$ cat src/rtl/gcd_arbiter.sv
// gcd_arbiter: round-robin front end that shares one GCD core between NREQ
// requesters. A winner's operands are latched, the core is started with a
// one-cycle go pulse, and the core result is returned with a one-hot,
// one-cycle acknowledge. Zero operands bypass the core entirely.
//
// Optional feature: define GCD_ARB_TIMEOUT_EN to build a watchdog that ends a
// WAIT lasting TIMEOUT_CYCLES cycles with result=0 and err=1. Without the
// macro no counter exists, err is tied low and WAIT waits indefinitely.
module gcd_arbiter #(
  parameter int NREQ           = 4,
  parameter int WIDTH          = 4,
  parameter int TIMEOUT_CYCLES = 64
) (
  input  logic                      clk,
  input  logic                      reset,
  input  logic [NREQ-1:0]           req,
  input  logic [NREQ*WIDTH-1:0]     x_in,
  input  logic [NREQ*WIDTH-1:0]     y_in,
  output logic [NREQ-1:0]           ack,
  output logic [WIDTH-1:0]          result,
  output logic                      err,
  output logic                      busy,
  output logic [$clog2(NREQ)-1:0]   grant_id,
  output logic [WIDTH-1:0]          gcd_x,
  output logic [WIDTH-1:0]          gcd_y,
  output logic                      gcd_go,
  input  logic                      gcd_done,
  input  logic [WIDTH-1:0]          gcd_result
);

  localparam int GW = $clog2(NREQ);

  // Parameter sanity guards, evaluated at elaboration only.
  if (NREQ < 2 || NREQ > 8) begin : g_bad_nreq
    $error("gcd_arbiter: NREQ must be in 2..8");
  end
  if (TIMEOUT_CYCLES < 1) begin : g_bad_timeout
    $error("gcd_arbiter: TIMEOUT_CYCLES must be at least 1");
  end

  typedef enum logic [1:0] {
    IDLE   = 2'd0,
    LAUNCH = 2'd1,
    WAIT   = 2'd2,
    RESP   = 2'd3
  } state_t;

  state_t          state;
  logic            armed;
  logic [GW-1:0]   last_grant;

  logic [GW-1:0]    win_id;
  logic [WIDTH-1:0] win_x;
  logic [WIDTH-1:0] win_y;
  logic             win_zero;
  logic             req_any;

`ifdef GCD_ARB_TIMEOUT_EN
  localparam int TW = $clog2(TIMEOUT_CYCLES + 1);
  logic [TW-1:0] wait_cnt;
`endif

  // First asserted request at or after last+1, wrapping modulo NREQ.
  function automatic logic [GW-1:0] rr_pick(input logic [NREQ-1:0] r,
                                            input logic [GW-1:0]   last);
    logic [GW-1:0] sel;
    logic [GW-1:0] cand;
    logic          found;
    int            pos;
    sel   = last;
    found = 1'b0;
    for (int k = 1; k <= NREQ; k++) begin
      pos  = (int'(last) + k) % NREQ;
      cand = GW'(pos);
      if (!found && r[cand]) begin
        sel   = cand;
        found = 1'b1;
      end
    end
    return sel;
  endfunction

  // One-hot acknowledge vector for requester id.
  function automatic logic [NREQ-1:0] one_hot(input logic [GW-1:0] id);
    logic [NREQ-1:0] v;
    v     = '0;
    v[id] = 1'b1;
    return v;
  endfunction

  // Arbitration and operand selection for the requester that would win now.
  always_comb begin
    req_any = |req;
    win_id  = rr_pick(req, last_grant);
    win_x   = '0;
    win_y   = '0;
    for (int i = 0; i < NREQ; i++) begin
      if (GW'(i) == win_id) begin
        win_x = x_in[i*WIDTH +: WIDTH];
        win_y = y_in[i*WIDTH +: WIDTH];
      end
    end
    win_zero = (win_x == '0) || (win_y == '0);
  end

  // Scheduler FSM; every output is a register written on state transitions.
  always_ff @(posedge clk) begin
    if (reset) begin
      state      <= IDLE;
      armed      <= 1'b0;
      last_grant <= GW'(NREQ - 1);
      ack        <= '0;
      result     <= '0;
      busy       <= 1'b0;
      grant_id   <= '0;
      gcd_go     <= 1'b0;
      gcd_x      <= '0;
      gcd_y      <= '0;
`ifdef GCD_ARB_TIMEOUT_EN
      err        <= 1'b0;
      wait_cnt   <= '0;
`endif
    end else begin
      case (state)
        IDLE: begin
          if (req_any) begin
            grant_id <= win_id;
            gcd_x    <= win_x;
            gcd_y    <= win_y;
            busy     <= 1'b1;
            if (win_zero) begin
              // gcd(0,a)=a and gcd(0,0)=0, so x|y is the answer directly.
              result <= win_x | win_y;
              ack    <= one_hot(win_id);
              state  <= RESP;
            end else begin
              gcd_go <= 1'b1;
              state  <= LAUNCH;
            end
          end
        end
        LAUNCH: begin
          gcd_go <= 1'b0;
          armed  <= 1'b0;
`ifdef GCD_ARB_TIMEOUT_EN
          wait_cnt <= '0;
`endif
          state  <= WAIT;
        end
        WAIT: begin
          // done must be seen low once before a high level is trusted;
          // a level left over from the previous operation is ignored.
          if (!gcd_done) begin
            armed <= 1'b1;
          end
          if (gcd_done && armed) begin
            result <= gcd_result;
            ack    <= one_hot(grant_id);
            state  <= RESP;
          end
`ifdef GCD_ARB_TIMEOUT_EN
          else if (wait_cnt == TW'(TIMEOUT_CYCLES - 1)) begin
            result <= '0;
            err    <= 1'b1;
            ack    <= one_hot(grant_id);
            state  <= RESP;
          end else begin
            wait_cnt <= wait_cnt + TW'(1);
          end
`endif
        end
        RESP: begin
          ack        <= '0;
          busy       <= 1'b0;
          last_grant <= grant_id;
`ifdef GCD_ARB_TIMEOUT_EN
          err        <= 1'b0;
`endif
          state      <= IDLE;
        end
        default: begin
          state <= IDLE;
        end
      endcase
    end
  end

`ifndef GCD_ARB_TIMEOUT_EN
  // No watchdog in this build, so there is never an error to report.
  assign err = 1'b0;
`endif

endmodule

$ cat config.mk
export PLATFORM = sky130hd
export DESIGN_NAME = gcd_arbiter
export DESIGN_NICKNAME = d
export VERILOG_FILES = /design/src/rtl/gcd_arbiter.sv
export SDC_FILE = /design/constraint.sdc
export NUM_CORES = 1
export LEC_CHECK = 0
export BUFFER_PORTS_ARGS = -buffer_cell sky130_fd_sc_hd__buf_2
export CORE_ASPECT_RATIO = 1.75
export CORE_MARGIN = 1.5
export CORE_UTILIZATION = 30
export CTS_CLUSTER_DIAMETER = 50
export CTS_CLUSTER_SIZE = 40
export DETAILED_ROUTE_END_ITERATION = 10
export PLACE_DENSITY = 0.62
export RECOVER_POWER = 50
export SLEW_MARGIN = 20
export SYNTH_ARGS = -nofsm -noshare
export SYNTH_HDL_FRONTEND = slang
export SYNTH_SLANG_ARGS = --single-unit
$ cat constraint.sdc
create_clock -name clk -period 5.95 [get_ports clk]
set_input_delay 1.19 -clock clk [delete_from_list [all_inputs] [get_ports clk]]
set_output_delay 1.19 -clock clk [all_outputs]
set_load 0.02 [all_outputs]
# After elaboration in Yosys (flattened, before gate mapping)

Index checks and enable logic that the tools add are counted.

Multiply operators: 0
Order comparisons: 8
Mux-type cells: 46
$add $sub $neg: 4
Shift-type cells: 0
Equal/unequal tests: 11
Bitwise operators: 1
Reductions and logical operators: 27
Divide/modulo/power cells: 0

Operators by type and width:

| operator                                                              | number |
|---|---|
| 4-bit two-way mux                                                     | 14 |
| 2-bit by 3-bit < comparator with 1-bit output, second input constant  | 6 |
| 2-bit two-way mux                                                     | 7 |
| 1-bit two-way mux                                                     | 13 |
| 4-bit one-hot mux with 3 select lines                                 | 1 |
| 2-bit != test, second input constant                                  | 5 |
| 1-bit binary-select mux with 2-bit select                             | 4 |
| 4-bit zero test                                                       | 2 |
| 2-bit one-hot mux with 4 select lines                                 | 1 |
| 4-bit one-hot mux with 2 select lines                                 | 1 |
| 2-bit AND reduction                                                   | 4 |
| 4-bit AND reduction                                                   | 2 |
| 2-bit nonzero test                                                    | 4 |
| 1-bit logical AND                                                     | 6 |
| 1-bit one-hot mux with 2 select lines                                 | 3 |
| 2-bit by 1-bit adder with 2-bit output, second input constant         | 2 |
| 2-bit adder, second input constant                                    | 2 |
| 1-bit demux with 2-bit select                                         | 2 |
| 2-bit equality test, first input constant                             | 2 |
| 2-bit equality test, second input constant                            | 2 |
| 2-bit by 1-bit >= comparator with 1-bit output, second input constant | 2 |
| 2-bit zero test                                                       | 2 |
| 4-bit OR                                                              | 1 |
| 4-bit OR reduction                                                    | 1 |
| other kinds (6)                                                       | 8 |

Word-level logic and storage cells: 107
Output and inout port bits: 21
RAM bits: 0
Register bits after elaboration: 25
Memories kept: 0
Latch bits: 0
Memory bits (read-only): 0
Bits of input ports: 43

# Depth between registers and ports, before layout

Gate-level depths: netlist of run 1.

Word-level depth: 23
Depth in mapped cells: 10
Gate-level depth less buffers: 8

# Worst setup path before layout of run 1

OpenSTA, ideal clock, no wires.

Path type: input-to-reg
Start point: input req[1]
End point: register ack[2]
Required time: 5.879 ns
Path slack: 2.247 ns
Path buffers: 0
Arrival: 3.633 ns
Stages on the path: 8
Library setup time: 0.071 ns
Cell sequence: and2b_4 > o21ba_4 > nor2_4 > mux4_2 > or4_4 > o221a_4 > or3_1 > a21oi_1

Longest elaborated chain between the ends: 21
Elaborated cells on any way between the ends: 48
Classes of those cells: 2 x order compare; 5 x eq/ne; 28 x mux; 13 x reduce/logical

RTL lines:

| what                                      | RTL line | RTL |
|---|---|---|
| start, declared                           | 16       | `input logic [NREQ-1:0] req,` |
| 1-bit binary-select mux with 2-bit select | 75       | `if (!found && r[cand]) begin` |
| 1-bit two-way mux (implied by the code)   | 75       |  |
| 1-bit two-way mux                         | 75       |  |
| 1-bit zero test                           | 75       |  |
| 1-bit logical AND                         | 75       |  |
| 1-bit two-way mux                         | 75       |  |
| 1-bit zero test                           | 75       |  |
| 1-bit logical AND                         | 75       |  |
| [... 2 more ...]                          | -        |  |
| 1-bit logical AND                         | 75       |  |
| 2-bit two-way mux                         | 75       |  |
| 2-bit zero test                           | 98       | `if (GW'(i) == win_id) begin` |
| 4-bit two-way mux (4 in series)           | 98       |  |
| 4-bit zero test                           | 103      | `win_zero = (win_x == '0) \|\| (win_y == '0);` |
| 1-bit logical OR                          | 103      |  |
| 2-bit != test (no source line)            | -        |  |
| 4-bit AND reduction (no source line)      | -        |  |
| end signal, assigned                      | 134      | `ack <= one_hot(win_id);` |
| end signal, assigned                      | 158      | `ack <= one_hot(grant_id);` |
| end, declared                             | 19       | `output logic [NREQ-1:0] ack,` |

Several ways; a longest one is shown, not always the timed one. The select of a mux whose other input is x is not followed.
A chain may end at the register's enable or synchronous reset.

# Worst setup path after layout of run 1

Start point: input req[1]
End point: register ack[1]

Same word-level chain as after synthesis.

==> results of run 1 <==
==> state kept, by name (all words and copies together) (netlist names) <==
signal and cells:
grant_id 2, gcd_go 1, last_grant 2, state 2
busy 1, gcd_x 4, ack 4, gcd_y 4
result 4, armed 1
==> cells in the final DEF, fill, tap and decap left out, types with 3 or more instances in the layout <==
master and count:
sky130_fd_sc_hd__a21oi_1 22, sky130_fd_sc_hd__mux2i_1 4, sky130_fd_sc_hd__ha_1 6, sky130_fd_sc_hd__a211o_1 4, sky130_fd_sc_hd__dfxtp_1 25, sky130_fd_sc_hd__nand2_1 12, sky130_fd_sc_hd__mux4_2 4, sky130_fd_sc_hd__a31oi_1 4
sky130_fd_sc_hd__nand2b_1 3, sky130_fd_sc_hd__inv_1 6, sky130_fd_sc_hd__nor2_1 19, sky130_fd_sc_hd__buf_2 42, sky130_fd_sc_hd__or3_1 6, sky130_fd_sc_hd__o21ai_0 8, sky130_fd_sc_hd__o21ai_1 8, sky130_fd_sc_hd__nor3b_1 5
sky130_fd_sc_hd__clkbuf_1 21, sky130_fd_sc_hd__nor2b_1 4, sky130_fd_sc_hd__and3_1 4, sky130_fd_sc_hd__nor3_1 5, sky130_fd_sc_hd__clkbuf_8 3, sky130_fd_sc_hd__nand3_1 7
==> power groups by stage <==
| stage | Sequential, uW | Combinational [uW] | Clock (uW) |
|---|---|---|---|
| finish | 276 | 571 | 102 |
| global route | 286 | 639 | 110 |
| CTS | 275 | 587 | 104 |
| detailed placement | 279 | 585 | 0 |
| global placement | 278 | 580 | 0 |
| floorplan | 333 | 392 | 0 |
==> kinds of logic (layout without fill, tap and decap cells) <==
group | Yosys count | in the layout | share of synthesized area
buffers and inverters | 18 | 73 | 0.05322
AOI/OAI and AO/OA | 63 | 63 | 0.2479
and+or+nand+nor | 79 | 79 | 0.2677
DFF | 25 | 25 | 0.3042
adders and majority gates | 6 | 6 | 0.04563
other | 1 | 1 | 0.002279
muxes | 8 | 8 | 0.07909
==> layer usage <==
metal  share of wire  global-route usage  vias up
met3           0.049             0.01540        4
met5               0                   0        -
met4           0.015             0.06119        0
li1                -                   -      847
met2            0.52              0.2752       54
met1            0.42              0.1815      749
==> per-stage QoR <==
step	worst slack [ns]	utilization	total power (uW)	hold WS, ns
2_1_floorplan	2.247	-	724.3	0.4499
3_3_place_gp	1.598	0.3736	858.2	0.4456
3_5_place_dp	1.514	0.3736	864.1	0.4463
4_1_cts	1.791	0.3821	965.1	0.4583
5_1_grt	1.583	0.3774	1034	0.4906
6_report	1.771	0.3774	948.2	0.4601
==> area by class of cell <==
type | count | share of cell area
Clock buffer | 4 | 0.02271
Tap cell | 55 | 0.03470
Inverter | 7 | 0.01325
Sequential cell | 25 | 0.2524
Multi-Input combinational cell | 157 | 0.5331
Timing Repair Buffer | 62 | 0.1438
==> worst register-to-register path: stages, from the launching register on <==
cell                      delay (ns)
sky130_fd_sc_hd__dfxtp_1        0.37
sky130_fd_sc_hd__and2b_4        0.21
sky130_fd_sc_hd__a211o_1        0.28
sky130_fd_sc_hd__a21oi_2        0.69
sky130_fd_sc_hd__mux4_2         0.46
sky130_fd_sc_hd__or4_4          0.59
sky130_fd_sc_hd__o221a_4        0.36
sky130_fd_sc_hd__or3_1          0.39
sky130_fd_sc_hd__a21oi_1        0.12
==> worst paths after layout <==
check,startpoint,to,cells past startpoint
worst max-delay path,req[1],ack[1],9
worst max register to register,last_grant[0],ack[1],8
worst min register to register,gcd_y[2],gcd_y[2],2
worst min-delay path,gcd_y[2],gcd_y[2],2
==> out/qor.txt, run 1 <==
====================================================================================================
Width of the chip ..................................................................... 58.98 microns
Quantity of hold-fixing buffers added after cts .......................................            0
Row count .............................................................................           35
Worst R2R Setup Slack .................................................................      2.41 ns
Clk sinks .............................................................................           25
Pwr/cell area ......................................................................... 478.1 mW/mm^2
DRC violation count after routing .....................................................            0
Floorplan die area .................................................................... 0.005955 sq mm
Final Hold Fails ......................................................................            0
Area of the core ...................................................................... 0.005255 sq mm
Critical Path Slowest Stage Cell ...................................................... sky130_fd_sc_hd__a21oi_2
Combined buffer and inverter count along the critical path ............................            1
Number of global-route vias before repair .............................................         1576
Sequential cell area ..................................................................  500.5 sq um
Final Cell Area ....................................................................... 0.001983 sq mm
CP endpoint kind ......................................................................         flop
CP cell instances ..................................................................... buf_2 > and2b_4 > a211o_1 > a21oi_2 > mux4_2 > or4_4 > o221a_4 > or3_1 > a21oi_1
CTS root buffer ....................................................................... sky130_fd_sc_hd__clkbuf_8
Combinational Power Share .............................................................        0.602
Syn_area_per_cell .....................................................................  8.227 sq um
Final period utilization ..............................................................       0.7024
Post-synthesis cell type count ........................................................           49
Worst EP required .....................................................................      6.14 ns
Fin. max-slew vios ....................................................................            0
Arrival time of the worst setup path ..................................................      4.37 ns
Leading post-synthesis cells by cell area ............................................. sky130_fd_sc_hd__dfxtp_1, sky130_fd_sc_hd__a21oi_1, sky130_fd_sc_hd__mux4_2, sky130_fd_sc_hd__ha_1, sky130_fd_sc_hd__nor2_1
Slowest stage delay, CP ...............................................................      0.69 ns
Cell with the most instances after synthesis .......................................... sky130_fd_sc_hd__dfxtp_1
Placed cell areas ..................................................................... 0.001963 sq mm
Skew-Pair Late Insertion Delay ........................................................      0.27 ns
Slew at the pin closest to its max-slew limit .........................................     1.166 ns
Class of the most critical setup path ................................................. input port to flop
Drt first-iter violations .............................................................           34
Largest fanout on the critical path ...................................................           21
Setup bufs post-CTS ...................................................................            0
Switching portion of total power ......................................................       0.4875
Share of the synthesized area in the top cell type ....................................       0.3042
Layout filler cell count ..............................................................          575
Post-synth design cell area ........................................................... 0.001645 sq mm
Final cell count without fillers ......................................................          310
Routed via count divided by cell count ................................................        5.335
Final worst path period need ..........................................................     4.179 ns
Worst vdd ir ..........................................................................     136.0 uV
Final-layout setup total negative slack ...............................................         0 ns
Clock-pin slew reported for the worst setup and hold paths after clock tree synthesis .      0.09 ns
GRT overflow ..........................................................................            0
Global-route total usage across every layer ...........................................       0.1539
Area Growth Syn to Fin ................................................................       20.53%
Number of buffers inserted during clock tree synthesis ................................            3
Gate Count Post-Synth .................................................................          200
Antenna fix cells .....................................................................            0
Internal Dissipation ..................................................................     486.0 uW
Detailed Route WL ..................................................................... 4428 microns
Number of failing setup endpoints in the final timing report ..........................            0
Total number of nets in the final design ..............................................          305
Fraction of final layout cells sized beyond drive strength 1 ..........................       0.2275
Count of state elements after synthesis ...............................................           25
Fmax achieved .........................................................................   0.2393 GHz
IO Pins ...............................................................................           64
Global-route wire length before repair ................................................ 7217 microns
Number of iterations in the first detailed-routing pass ...............................            5
Warning count from the yosys run ......................................................            0
Final routed wire length divided by cell count ........................................ 14.28 microns
Proportion of synthesized chip area in sequential cells ...............................       0.3042
Placed Cells ..........................................................................          306
RePlAce Congestion ....................................................................       0.8118
Leak .................................................................................. 0.0008111 uW
Sequential power share ................................................................        0.291
Top Family by Delay on Critical Path .................................................. compound AO/OA/AOI/OAI gates
Largest net degree at the start of global routing .....................................           28
Launching element type of the critical path ...........................................   input port
Number of cells upsized or downsized after cts ........................................            0
Port-buffer cells .....................................................................           62
Number of enable flip-flop cells after synthesis ......................................            0
Hpwl dp ............................................................................... 3581 microns
Area taken by multi-input logic gates ................................................. 0.001057 sq mm
Post-DRT Antenna Nets .................................................................            0
Via count .............................................................................         1654
Antenna violations before repair ......................................................            0
Library cell occupying the most area in the post-synthesis netlist .................... sky130_fd_sc_hd__dfxtp_1
Primary flip-flop cell chosen by synthesis mapping .................................... sky130_fd_sc_hd__dfxtp_1
CTS HTree Levels ......................................................................            1
Post-synth net total ..................................................................          249
Ranking of synthesized cells by instance count ........................................ sky130_fd_sc_hd__dfxtp_1, sky130_fd_sc_hd__a21oi_1, sky130_fd_sc_hd__nor2_1, sky130_fd_sc_hd__nand2_1
Proportion of synthesized flip-flops having asynchronous set or reset .................            0
CTS tree ..............................................................................        built
Status ................................................................................    completed
P_sw ..................................................................................     462.2 uW
Die span in y ......................................................................... 101.0 microns
Clock skew ............................................................................  0.003800 ns
Starting utilization of the core area .................................................       0.3131
Clock power share .....................................................................        0.107
Unrepaired setup endpoints after global routing .......................................        false
Max transition margin .................................................................       0.2228
Clock tree buffer depth ...............................................................            2
Number of max-cap violations ..........................................................            0
Min-delay worst type .................................................................. flop to flop
====================================================================================================
(Power assumes the default switching activity.)
==> inputs of run 2 (changes only) <==
--- a/config.mk
+++ b/config.mk
@@ -12,7 +12,7 @@
 export CTS_CLUSTER_DIAMETER = 50
 export CTS_CLUSTER_SIZE = 40
 export DETAILED_ROUTE_END_ITERATION = 10
-export PLACE_DENSITY = 0.62
+export PLACE_DENSITY = 0.64
 export RECOVER_POWER = 50
 export SLEW_MARGIN = 20
 export SYNTH_ARGS = -nofsm -noshare
==> constraint.sdc (replaced) <==
create_clock -name clk -period 3.7 [get_ports clk]
set_input_delay 0.74 -clock clk [delete_from_list [all_inputs] [get_ports clk]]
set_output_delay 0.74 -clock clk [all_outputs]
set_load 0.02 [all_outputs]
==> run 2 against run 1 <==
Setup slack lost 1.4 ns. Non-clock buffer count up 2. Die area unchanged. Cell area grew 0.82%. Utilization grew 0.31 points. Power rose by 62%. Register-to-register slack got worse by 1.8 ns. First-iteration DRC count decreased by 15%. Worst hold slack worse by 0.00053 ns. Critical endpoint is now ack[2]. Largest power group unchanged.
==> out/qor.txt, run 2 (synthesis results as in run 1) <==
====================================================================================================
Fmax achieved .........................................................................   0.3036 GHz
Pwr/cell area ......................................................................... 768.2 mW/mm^2   +61%
Final period utilization ..............................................................       0.8902
Detailed Route WL ..................................................................... 4510 microns   +1.9%
Global-route wire length before repair ................................................ 7224 microns   about the same
Antenna fix cells .....................................................................            0   unchanged
Starting utilization of the core area .................................................       0.3131   unchanged
Post-DRT Antenna Nets .................................................................            0   unchanged
Final-layout setup total negative slack ...............................................         0 ns   unchanged
CTS tree ..............................................................................        built
Number of global-route vias before repair .............................................         1583   +0.44%
Number of max-cap violations ..........................................................            0   unchanged
Row count .............................................................................           35   unchanged
Largest net degree at the start of global routing .....................................           28   unchanged
DRC violation count after routing .....................................................            0   unchanged
Number of cells upsized or downsized after cts ........................................            0   unchanged
Worst vdd ir ..........................................................................     228.3 uV   +68%
Class of the most critical setup path ................................................. input port to flop
Die span in y ......................................................................... 101.0 microns   unchanged
CP endpoint kind ......................................................................         flop
Slew at the pin closest to its max-slew limit .........................................    0.5937 ns   -0.5721 ns
Global-route total usage across every layer ...........................................       0.1524   -0.001480
Hpwl dp ............................................................................... 3646 microns   +1.8%
Unrepaired setup endpoints after global routing .......................................        false
Area Growth Syn to Fin ................................................................       21.52%
Number of buffers inserted during clock tree synthesis ................................            3   unchanged
Leading cell types in the layout, fill and taps excluded .............................. sky130_fd_sc_hd__buf_2, sky130_fd_sc_hd__dfxtp_1, sky130_fd_sc_hd__a21oi_1
CTS root buffer ....................................................................... sky130_fd_sc_hd__clkbuf_8
CTS HTree Levels ......................................................................            1   unchanged
Port-buffer cells .....................................................................           62   unchanged
Number of iterations in the first detailed-routing pass ...............................            4   -1
Setup bufs post-CTS ...................................................................            0   unchanged
Final worst path period need ..........................................................     3.294 ns
Final routed wire length divided by cell count ........................................ 14.46 microns   +1.2%
Total number of nets in the final design ..............................................          307   +0.66%
Launching element type of the critical path ...........................................   input port
Arrival time of the worst setup path ..................................................      3.49 ns   -0.88 ns
Core occupancy in the finished layout .................................................       0.3805   +0.003095
Placed Cells ..........................................................................          308   +0.65%
Routed via count divided by cell count ................................................        5.397   +1.2%
IO Pins ...............................................................................           64   unchanged
Clock-pin slew reported for the worst setup and hold paths after clock tree synthesis .      0.08 ns   about the same
Drt first-iter violations .............................................................           29   -15%
Fraction of final layout cells sized beyond drive strength 1 ..........................       0.2374   +0.009903
Final cell count without fillers ......................................................          312   +0.65%
Width of the chip ..................................................................... 58.98 microns   unchanged
Quantity of hold-fixing buffers added after cts .......................................            0   unchanged
Clock tree buffer depth ...............................................................            2   unchanged
GRT overflow ..........................................................................            0   unchanged
Worst hold slack after final layout ...................................................    0.4596 ns   -0.0005300 ns
Leak .................................................................................. 0.0008237 uW   +1.6%
Fin. max-slew vios ....................................................................            0   unchanged
Worst EP required .....................................................................      3.90 ns   -2.24 ns
Skew-Pair Late Insertion Delay ........................................................      0.27 ns   about the same
RePlAce Congestion ....................................................................       0.8149   +0.38%
Min-delay worst type .................................................................. flop to flop
Number of failing setup endpoints in the final timing report ..........................            0   unchanged
Clk sinks .............................................................................           25   unchanged
Final Hold Fails ......................................................................            0   unchanged
Max transition margin .................................................................       0.6005   +0.3777
Most common library cell in the layout ignoring fill and taps ......................... sky130_fd_sc_hd__buf_2
Status ................................................................................    completed
Antenna violations before repair ......................................................            0   unchanged
Via count .............................................................................         1684   +1.8%
Largest fanout on the critical path ...................................................           14   -33%
Area of the core ...................................................................... 0.005255 sq mm   unchanged
Floorplan die area .................................................................... 0.005955 sq mm   unchanged
Clock skew ............................................................................  0.001041 ns   -0.002759 ns
====================================================================================================
run 2: cell type report:
type                            count  area, sq um
Timing Repair Buffer               64        301.5
Tap cell                           55        68.82
Fill cell                         578         3256
Sequential cell                    25        500.5
Multi-Input combinational cell    157         1057
Inverter                            7        26.28
Clock buffer                        4        45.04
run 2: where the power goes:
group / internal, uW / total [uW] / switching (uW)
registers: 370 / 444 / 73.7
clock network: 77.0 / 160 / 83.3
logic: 341 / 932 / 591
run 2: routing by layer:
| layer | part of all wire | GRT usage | vias to the layer above |
|---|---|---|---|
| li1 | - | - | 850 |
| met5 | 0 | 0 | - |
| met4 | 0.011 | 0.05594 | 0 |
| met2 | 0.53 | 0.2812 | 43 |
| met3 | 0.044 | 0.01669 | 4 |
| met1 | 0.41 | 0.1730 | 787 |
run 2: per-stage QoR:
stage | total power [uW] | setup slack, ns | area, sq um
floorplan | 1165 | 0.4468 | 1645
detailed placement | 1401 | 0.1254 | 1978
global placement | 1385 | 0.1854 | 1978
global route | 1671 | 0.2821 | 1999
finish | 1536 | 0.4063 | 1999
CTS | 1566 | 0.4115 | 2023
run 2: worst paths after layout:
path / startpoint / end / slack (ns) / cells past startpoint
worst max-delay path: req[1] / ack[2] / 0.41 / 9
worst min-delay path: gcd_y[1] / gcd_y[1] / 0.46 / 2
worst max register to register: last_grant[0] / ack[2] / 0.60 / 8
worst min register to register: gcd_y[1] / gcd_y[1] / 0.46 / 2
run 2: critical path, stage by stage:
cell	delay (ns)
sky130_fd_sc_hd__buf_2	0.12
sky130_fd_sc_hd__and2b_4	0.17
sky130_fd_sc_hd__a211o_1	0.28
sky130_fd_sc_hd__a21oi_2	0.33
sky130_fd_sc_hd__mux4_2	0.40
sky130_fd_sc_hd__or4_4	0.58
sky130_fd_sc_hd__o221a_4	0.36
sky130_fd_sc_hd__or3_1	0.38
sky130_fd_sc_hd__a21oi_1	0.13
